$ cat src/rtl/wam_scr_multi.sv
// Multi-hole whack-a-mole scorer: rising-edge hit detection, saturating packed-BCD score and best-score tracking.
// Optional build macro WAM_MISS_PENALTY_EN: each miss in play subtracts one point, floored at zero.
module wam_scr_multi #(
    parameter int NUM_HOLES   = 8,
    parameter int DIGITS      = 3,
    parameter int PTS_PER_HIT = 1
) (
    input  logic                  clk,
    input  logic                  clr,
    input  logic                  start,
    input  logic                  stop,
    input  logic [NUM_HOLES-1:0]  hit,
    input  logic [NUM_HOLES-1:0]  mole,
    output logic [4*DIGITS-1:0]   num,
    output logic [4*DIGITS-1:0]   best,
    output logic                  cout0,
    output logic                  playing
);

    function automatic int pow10(input int n);
        int r;
        r = 1;
        for (int i = 0; i < n; i++) r = r * 10;
        return r;
    endfunction

    // 20 bits covers 999999 plus the largest single-cycle gain
    localparam int BW   = 20;
    localparam int MAXV = pow10(DIGITS) - 1;

    typedef enum logic [1:0] {IDLE, PLAY, DONE} state_t;

    state_t               state;
    logic [NUM_HOLES-1:0] hit_q;
    logic [NUM_HOLES-1:0] rise;
    logic [NUM_HOLES-1:0] valid;
    logic [BW-1:0]        score;
    logic [BW-1:0]        next_score;
    logic                 sat;
    int                   net;

    function automatic int popcount(input logic [NUM_HOLES-1:0] v);
        int c;
        c = 0;
        for (int i = 0; i < NUM_HOLES; i++) c = c + int'(v[i]);
        return c;
    endfunction

    function automatic logic [4*DIGITS-1:0] to_bcd(input logic [BW-1:0] v);
        logic [4*DIGITS-1:0] b;
        b = '0;
        for (int i = BW - 1; i >= 0; i--) begin
            for (int d = 0; d < DIGITS; d++) begin
                if (b[4*d +: 4] >= 4'd5) b[4*d +: 4] = b[4*d +: 4] + 4'd3;
            end
            b = {b[4*DIGITS-2:0], v[i]};
        end
        return b;
    endfunction

    assign rise    = hit & ~hit_q;
    assign valid   = (state == PLAY && !stop) ? (rise & mole) : '0;
    assign playing = (state == PLAY);

`ifdef WAM_MISS_PENALTY_EN
    logic [NUM_HOLES-1:0] miss;
    assign miss = (state == PLAY && !stop) ? (rise & ~mole) : '0;
`endif

    // score is kept in binary alongside num so the add/clamp stays simple
    always_comb begin
        net = int'(score) + PTS_PER_HIT * popcount(valid);
`ifdef WAM_MISS_PENALTY_EN
        net = net - popcount(miss);
        if (net < 0) net = 0;
`endif
        sat        = (net >= MAXV);
        next_score = sat ? BW'(MAXV) : BW'(net);
    end

    always_ff @(posedge clk or posedge clr) begin
        if (clr) begin
            state <= IDLE;
            hit_q <= '0;
            score <= '0;
            num   <= '0;
            best  <= '0;
            cout0 <= 1'b0;
        end else begin
            hit_q <= hit;
            case (state)
                IDLE: begin
                    if (start) begin
                        state <= PLAY;
                        score <= '0;
                        num   <= '0;
                        cout0 <= 1'b0;
                    end
                end
                PLAY: begin
                    if (stop) begin
                        state <= DONE;
                    end else begin
                        score <= next_score;
                        num   <= to_bcd(next_score);
                        if (sat) cout0 <= 1'b1;
                    end
                end
                DONE: begin
                    // packed BCD orders the same as its numeric value
                    if (num > best) best <= num;
                    state <= IDLE;
                end
                default: state <= IDLE;
            endcase
        end
    end

endmodule

$ cat config.mk
export PLATFORM = sky130hd
export DESIGN_NAME = wam_scr_multi
export DESIGN_NICKNAME = d
export VERILOG_FILES = /design/src/rtl/wam_scr_multi.sv
export SDC_FILE = /design/constraint.sdc
export NUM_CORES = 1
export LEC_CHECK = 0
export CAP_MARGIN = 10
export CORE_MARGIN = 2
export CORE_UTILIZATION = 30
export DETAILED_ROUTE_END_ITERATION = 10
export MAX_ROUTING_LAYER = met4
export PLACE_DENSITY = 0.44
export RECOVER_POWER = 50
export SYNTH_ARGS = -nofsm -noshare
export SYNTH_HDL_FRONTEND = slang
export SYNTH_SLANG_ARGS = --single-unit
$ cat constraint.sdc
create_clock -name clk -period 27.5 [get_ports clk]
set_input_delay 4.125 -clock clk [delete_from_list [all_inputs] [get_ports clk]]
set_output_delay 4.125 -clock clk [all_outputs]
set_load 0.005 [all_outputs]
==> impl_results.md, run 1 <==
* Final nets at 716
* Starting Density at 30.6%
* Design area at 0.00605 mm2
* Max cap viols at 1
* Cells after Synth at 625
* Async set-reset flop share out of synthesis at 100%
* Die ar. at 0.0187 mm2
* Final core occ at 35.1%
* DRC Markers at 0
* Hold Fails Final Rpt at 0
* Final Max Tran Viols at 55
* Failing checks: capacitance limit, slew limit
* Vias in the first global route at 4845
* Sw power at 77.6 uW
* #FFs+latches synth at 54
* HPWL Detailed at 12.1 mm
* Yosys warns at 0
* Period utilisation layout at 63.9%
* Worst Path Required at 27680 ps
* Setup Crit Path Kind: input pin to flip-flop
* F_max at 56.9 MHz
* Final worst slack at 9930 ps
* DR iter-0 viols at 292
* Primary FF master, synth: dfrtp_1
* Tot GR Track Use at 17.4%
* Commonest non-fill, non-tap cell in the layout: nand2_1
* RSZ-0062 raised after global routing: no
* Vias at 4865
* Setup Skew at 9.92 ps
* Post_cts resized at 0
* Hold Path Stages at 1
* CTS buffer count at 5
* H-tree depth at 2
* Syn_nets at 683
* Commonest non-fill, non-tap cells in the layout: 58 x nand2_1, 54 x dfrtp_1, 48 x o21ai_0, 39 x inv_1, 38 x nor2_1
* First-pass detailed-route iteration total at 5
* Post-DR vias/cell at 5.50
* Hold Path Sink: cout0
* Highest cell delay on the worst timing path at 620 ps
* Hold_buf cts at 0
* Boundary pin count at 46
* CP max-delay cell: nor2b_1
* Per-cell routed wire length at 17.4 um
* Finished Layout Cells at 884
* Cell family with most CP delay: compound AO/OA/AOI/OAI gates
* I/O Buffers at 45
* Clk_lat worst skew at 300 ps
* Area growth syn-to-layout at 14.7%
* Clock Tree Root: clkbuf_16
* Layout cell share with drive strength beyond 1 at 8.65%
* Arr. time, crit path at 17740 ps
* Die H at 137 um
* Post-synth EDFFs at 0
* Post-Route WL at 15.4 mm
* Pwr Density at 39.3 mW/mm2
* CTS max path bufs at 2
* Clk pwr share at 31.4%
* Placed insts at 876
* CP most frequent cell: inv_1
* Fill cell count at 1794
* RD Place Congestion at 0.870
* Worst Min Path Start: cout0
* CTS tree: done
* Synth unique cells at 104
* Register area share after synthesis at 25.6%
* Number of clock sinks at 54
* Sw frac at 32.6%
* Antenna Violating Nets Remaining at 0
* Final setup vio count at 0
* VDD IR max at 22.3 uV
* Die W at 137 um
* Post-DP Area at 0.00590 mm2
* Setup bufs post-CTS at 0
* LEAKAGE at 2.56 nW
* Row count at 48
* Worst R2R End: num[2]
* R2R depth at 49
* GR Overflow Total at 0
* Register share of total power at 38.6%
* Critical Path Sink Type: flip-flop
* Core area at 0.0172 mm2
* Logic pwr share at 30.0%
* Pin count of the biggest net entering global routing at 55
* P_int at 161 uW
* CP Launch Type: input pin
* Ant diodes at 0
* Setup TNS at 0 ps
* Reg clk slew, reported paths at 80 ps
* Worst reg2reg startpoint: state[0]
* First-pass GRT wire length at 25.2 mm
* Initial antenna violation count at 0
* Worst reg-to-reg setup slack at 13640 ps
* Buf/Inv on CP at 7
* Pre-CTS setup slack at 9910 ps
* Worst-path fanout max at 13
* Slew margin rel. at -105%
* Status: complete, but fails checks
* Crit path time final at 17570 ps
* Avg Synthesized Cell Area at 8.45 um2
* Worst Max-Slew Pin Slew at 3070 ps
* Worst Hold Class: flip-flop to flip-flop
* Cell area after synthesis at 0.00528 mm2
## final cells by class
type	instances	area, um2	area share [%]
Clock buffer	6	129	2.13
Clock inverter	2	37.5	0.620
Inverter	42	158	2.60
Multi-Input combinational cell	506	3620	59.9
Sequential cell	54	1350	22.3
Tap cell	225	282	4.65
Timing Repair Buffer	49	473	7.81
## cells by family (layout without fill, tap and decap cells)
family                     Yosys count  after routing  share of synthesized area, %
buffers and inverters               65             99                          5.88
DFF                                 54             54                          25.6
xor gates and xnor gates            19             19                          3.15
AOI/OAI and AO/OA                  198            198                          28.1
adders and majority gates           38             38                          9.72
muxes                                9              9                          1.80
and+or+nand+nor                    242            242                          25.8
## routing by layer
metal,wire [um],GRT usage [%]
met3,448,2.33
met5,0,-
met4,291,4.34
met1,7110,22.1
met2,7560,29.2
## stage by stage
stage               power (mW)  hold slack (ps)
floorplan                0.134              456
global placement         0.166              482
finish                   0.238              494
CTS                      0.244              497
detailed placement       0.166              480
global route             0.255              508
## cell usage after synthesis, types with 12 or more instances
cell,count,area share [%]
a21o_1,12,1.7
a21oi_1,30,2.8
and2_1,13,1.5
dfrtp_1,54,26
ha_1,33,7.8
inv_1,40,2.8
nand2_1,58,4.1
nand3_1,21,2.0
nand4_1,15,1.8
nor2_1,38,2.7
nor3_1,20,1.9
o21ai_0,48,4.5
## state kept, by name, summed over array words and instances (netlist names)
name   count
hit_q      8
state      2
cout0      1
score     19
num       12
best      12
## power by group through the flow
stage	clock [mW]	sequential [mW]	combinational, mW
2_1_floorplan	0	0.0930	0.0407
3_3_place_gp	0	0.0933	0.0727
3_5_place_dp	0	0.0936	0.0726
4_1_cts	0.0785	0.0922	0.0730
5_1_grt	0.0806	0.0931	0.0810
6_report	0.0748	0.0919	0.0715
## worst max-delay path by stage
stage | startpoint | end | slack (ps) | cells after the start
after detailed placement | stop | num[2] | 9910 | 49
final | stop | num[2] | 9930 | 49
after CTS | stop | num[2] | 10170 | 49
after global routing | stop | num[4] | 8730 | 49
after floorplan | stop | num[2] | 12860 | 52
after global placement | stop | num[2] | 10110 | 49
## worst reg2reg max path: cells and delay by family (launching register included)
kind	cells	cell delay, ps
and+or+nand+nor	14	4060
AOI/OAI and AO/OA	18	4700
xor gates and xnor gates	1	190
adders and majority gates	9	3460
buffers and inverters	6	740
DFF	1	400
muxes	1	190
Power figures use the tool's default switching activity.
==> inputs of run 2 (changes only) <==
--- a/config.mk
+++ b/config.mk
@@ -10,7 +10,7 @@
 export CORE_UTILIZATION = 30
 export DETAILED_ROUTE_END_ITERATION = 10
 export MAX_ROUTING_LAYER = met4
-export PLACE_DENSITY = 0.44
+export PLACE_DENSITY = 0.46
 export RECOVER_POWER = 50
 export SYNTH_ARGS = -nofsm -noshare
 export SYNTH_HDL_FRONTEND = slang
==> constraint.sdc (replaced) <==
create_clock -name clk -period 14.6 [get_ports clk]
set_input_delay 2.19 -clock clk [delete_from_list [all_inputs] [get_ports clk]]
set_output_delay 2.19 -clock clk [all_outputs]
set_load 0.005 [all_outputs]
==> impl_results.md, run 2 (synthesis results as in run 1) <==
* Status: finished clean
* DRC Markers at 0
* Period utilisation layout at 92.8%
* GR Overflow Total at 0
* Tot GR Track Use at 17.0%
* Hold Path Stages at 2
* Row count at 48
* Worst Max-Slew Pin Slew at 1040 ps
* Worst-path fanout max at 8
* CTS buffer count at 5
* Area growth syn-to-layout at 16.9%
* Starting Density at 30.6%
* Arr. time, crit path at 13750 ps
* Post-DR vias/cell at 5.51
* R2R depth at 49
* Top reg by flops: score
* Hold Fails Final Rpt at 0
* Largest registers: score x19, best x12, num x12
* Reg clk slew, reported paths at 70 ps
* Core area at 0.0172 mm2
* Boundary pin count at 46
* Clk pwr share at 31.5%
* LEAKAGE at 2.60 nW
* Hold_buf cts at 0
* Setup Crit Path Kind: input pin to flip-flop
* Register share of total power at 38.1%
* Number of clock sinks at 54
* Layout cell share with drive strength beyond 1 at 11.7%
* Vias in the first global route at 4794
* Commonest non-fill, non-tap cells in the layout: 58 x nand2_1, 54 x dfrtp_1, 47 x o21ai_0, 39 x inv_1
* Worst reg2reg startpoint: state[0]
* First-pass detailed-route iteration total at 5
* Commonest non-fill, non-tap cell in the layout: nand2_1
* Crit path from: stop
* Clk_lat worst skew at 310 ps
* HPWL Detailed at 11.5 mm
* CTS tree: done
* CTS max path bufs at 2
* Final Max Tran Viols at 0
* Sw power at 149 uW
* Die H at 137 um
* Busiest grt layer: met2
* Area of the multi-input gates at 0.00368 mm2
* Sw frac at 32.8%
* Placed insts at 883
* Clock Tree Root: clkbuf_16
* Crit path time final at 13540 ps
* Final Hold Slack at 498 ps
* Worst Path Required at 14810 ps
* Max reg flops at 19
* DR iter-0 viols at 225
* Met2 usage at 27.8%
* Initial antenna violation count at 0
* Fill cell count at 1767
* Critical Path Sink Type: flip-flop
* Vias at 4906
* CP max-delay cell: or4_4
* Ant diodes at 0
* First-pass GRT wire length at 24.6 mm
* P_int at 304 uW
* Setup bufs post-CTS at 0
* Post-Route WL at 14.8 mm
* Slew margin rel. at 30.5%
* Finished Layout Cells at 891
* VDD IR max at 56.7 uV
* Final setup vio count at 0
* CP Launch Type: input pin
* Pin count of the biggest net entering global routing at 55
* Antenna Violating Nets Remaining at 0
* Worst Hold Class: flip-flop to flip-flop
* GR met3 Demand/Resource at 2.30%
* Die ar. at 0.0187 mm2
* Storage element area at 0.00135 mm2
* Final nets at 723
* I/O Buffers at 45
* Logic pwr share at 30.4%
* RD Place Congestion at 0.884
* Highest cell delay on the worst timing path at 580 ps
* Pwr Density at 73.4 mW/mm2
* Worst Min Path Start: score[3]
* F_max at 73.8 MHz
* Max cap viols at 0
* Met1 Usage GRT at 22.3%
* Per-cell routed wire length at 16.6 um
* Setup Skew at 5.84 ps
* H-tree depth at 2
* Die W at 137 um
==> run 2: critical path: cells and delay by family <==
| kind | cells | cell delay, ps |
|---|---|---|
| AO/OA/AOI/OAI | 14 | 2970 |
| XOR/XNOR | 2 | 410 |
| adder cells (fa/ha/maj) | 11 | 3700 |
| buffers and inverters | 7 | 1140 |
| AND/OR/NAND/NOR | 15 | 3300 |
==> run 2: final timing paths <==
check                           end  slack [ps]
max in group asynchronous    num[9]       11720
hold / removal             score[3]         500
setup / recovery             num[5]        1060
hold reg to reg            score[3]         500
min in group asynchronous  hit_q[6]        2400
setup reg to reg             num[5]        2680
==> run 2: routing by layer <==
layer | up-vias | routed length [um]
met5 | - | 0
met4 | 0 | 113
met3 | 8 | 321
met2 | 69 | 7070
met1 | 2396 | 7270
li1 | 2433 | -
==> run 2: layout make-up <==
| type | instances | area share, % |
|---|---|---|
| Sequential cell | 54 | 21.9 |
| Clock inverter | 3 | 0.710 |
| Multi-Input combinational cell | 506 | 59.6 |
| Inverter | 42 | 2.55 |
| Tap cell | 225 | 4.56 |
| Timing Repair Buffer | 56 | 8.64 |
| Clock buffer | 5 | 2.03 |
==> run 2: metrics by stage <==
| step | setup slack (ps) | setup TNS (ps) | cell area (um2) | util, % | total power [mW] |
|---|---|---|---|---|---|
| after global placement | 420 | 0 | 5950 | 34.5 | 0.314 |
| final | 1060 | 0 | 6170 | 35.8 | 0.453 |
| after detailed placement | 158 | 0 | 5950 | 34.5 | 0.315 |
| after floorplan | 1890 | 0 | 5280 | - | 0.252 |
| after CTS | 435 | 0 | 6120 | 35.5 | 0.462 |
| after global routing | -8.17 | -8.17 | 6170 | 35.8 | 0.487 |
==> run 2: power groups by stage <==
stage	combinational [mW]	clock, mW	sequential [mW]
floorplan	0.0766	0	0.175
global placement	0.139	0	0.176
detailed placement	0.139	0	0.176
CTS	0.142	0.148	0.173
global route	0.157	0.155	0.175
finish	0.138	0.142	0.173
==> run 2: repair_timing <==
action,in CTS,in global routing
endpoints found under the setup margin,0,11
endpoints found under the hold margin,0,0
gates resized for setup,0,15
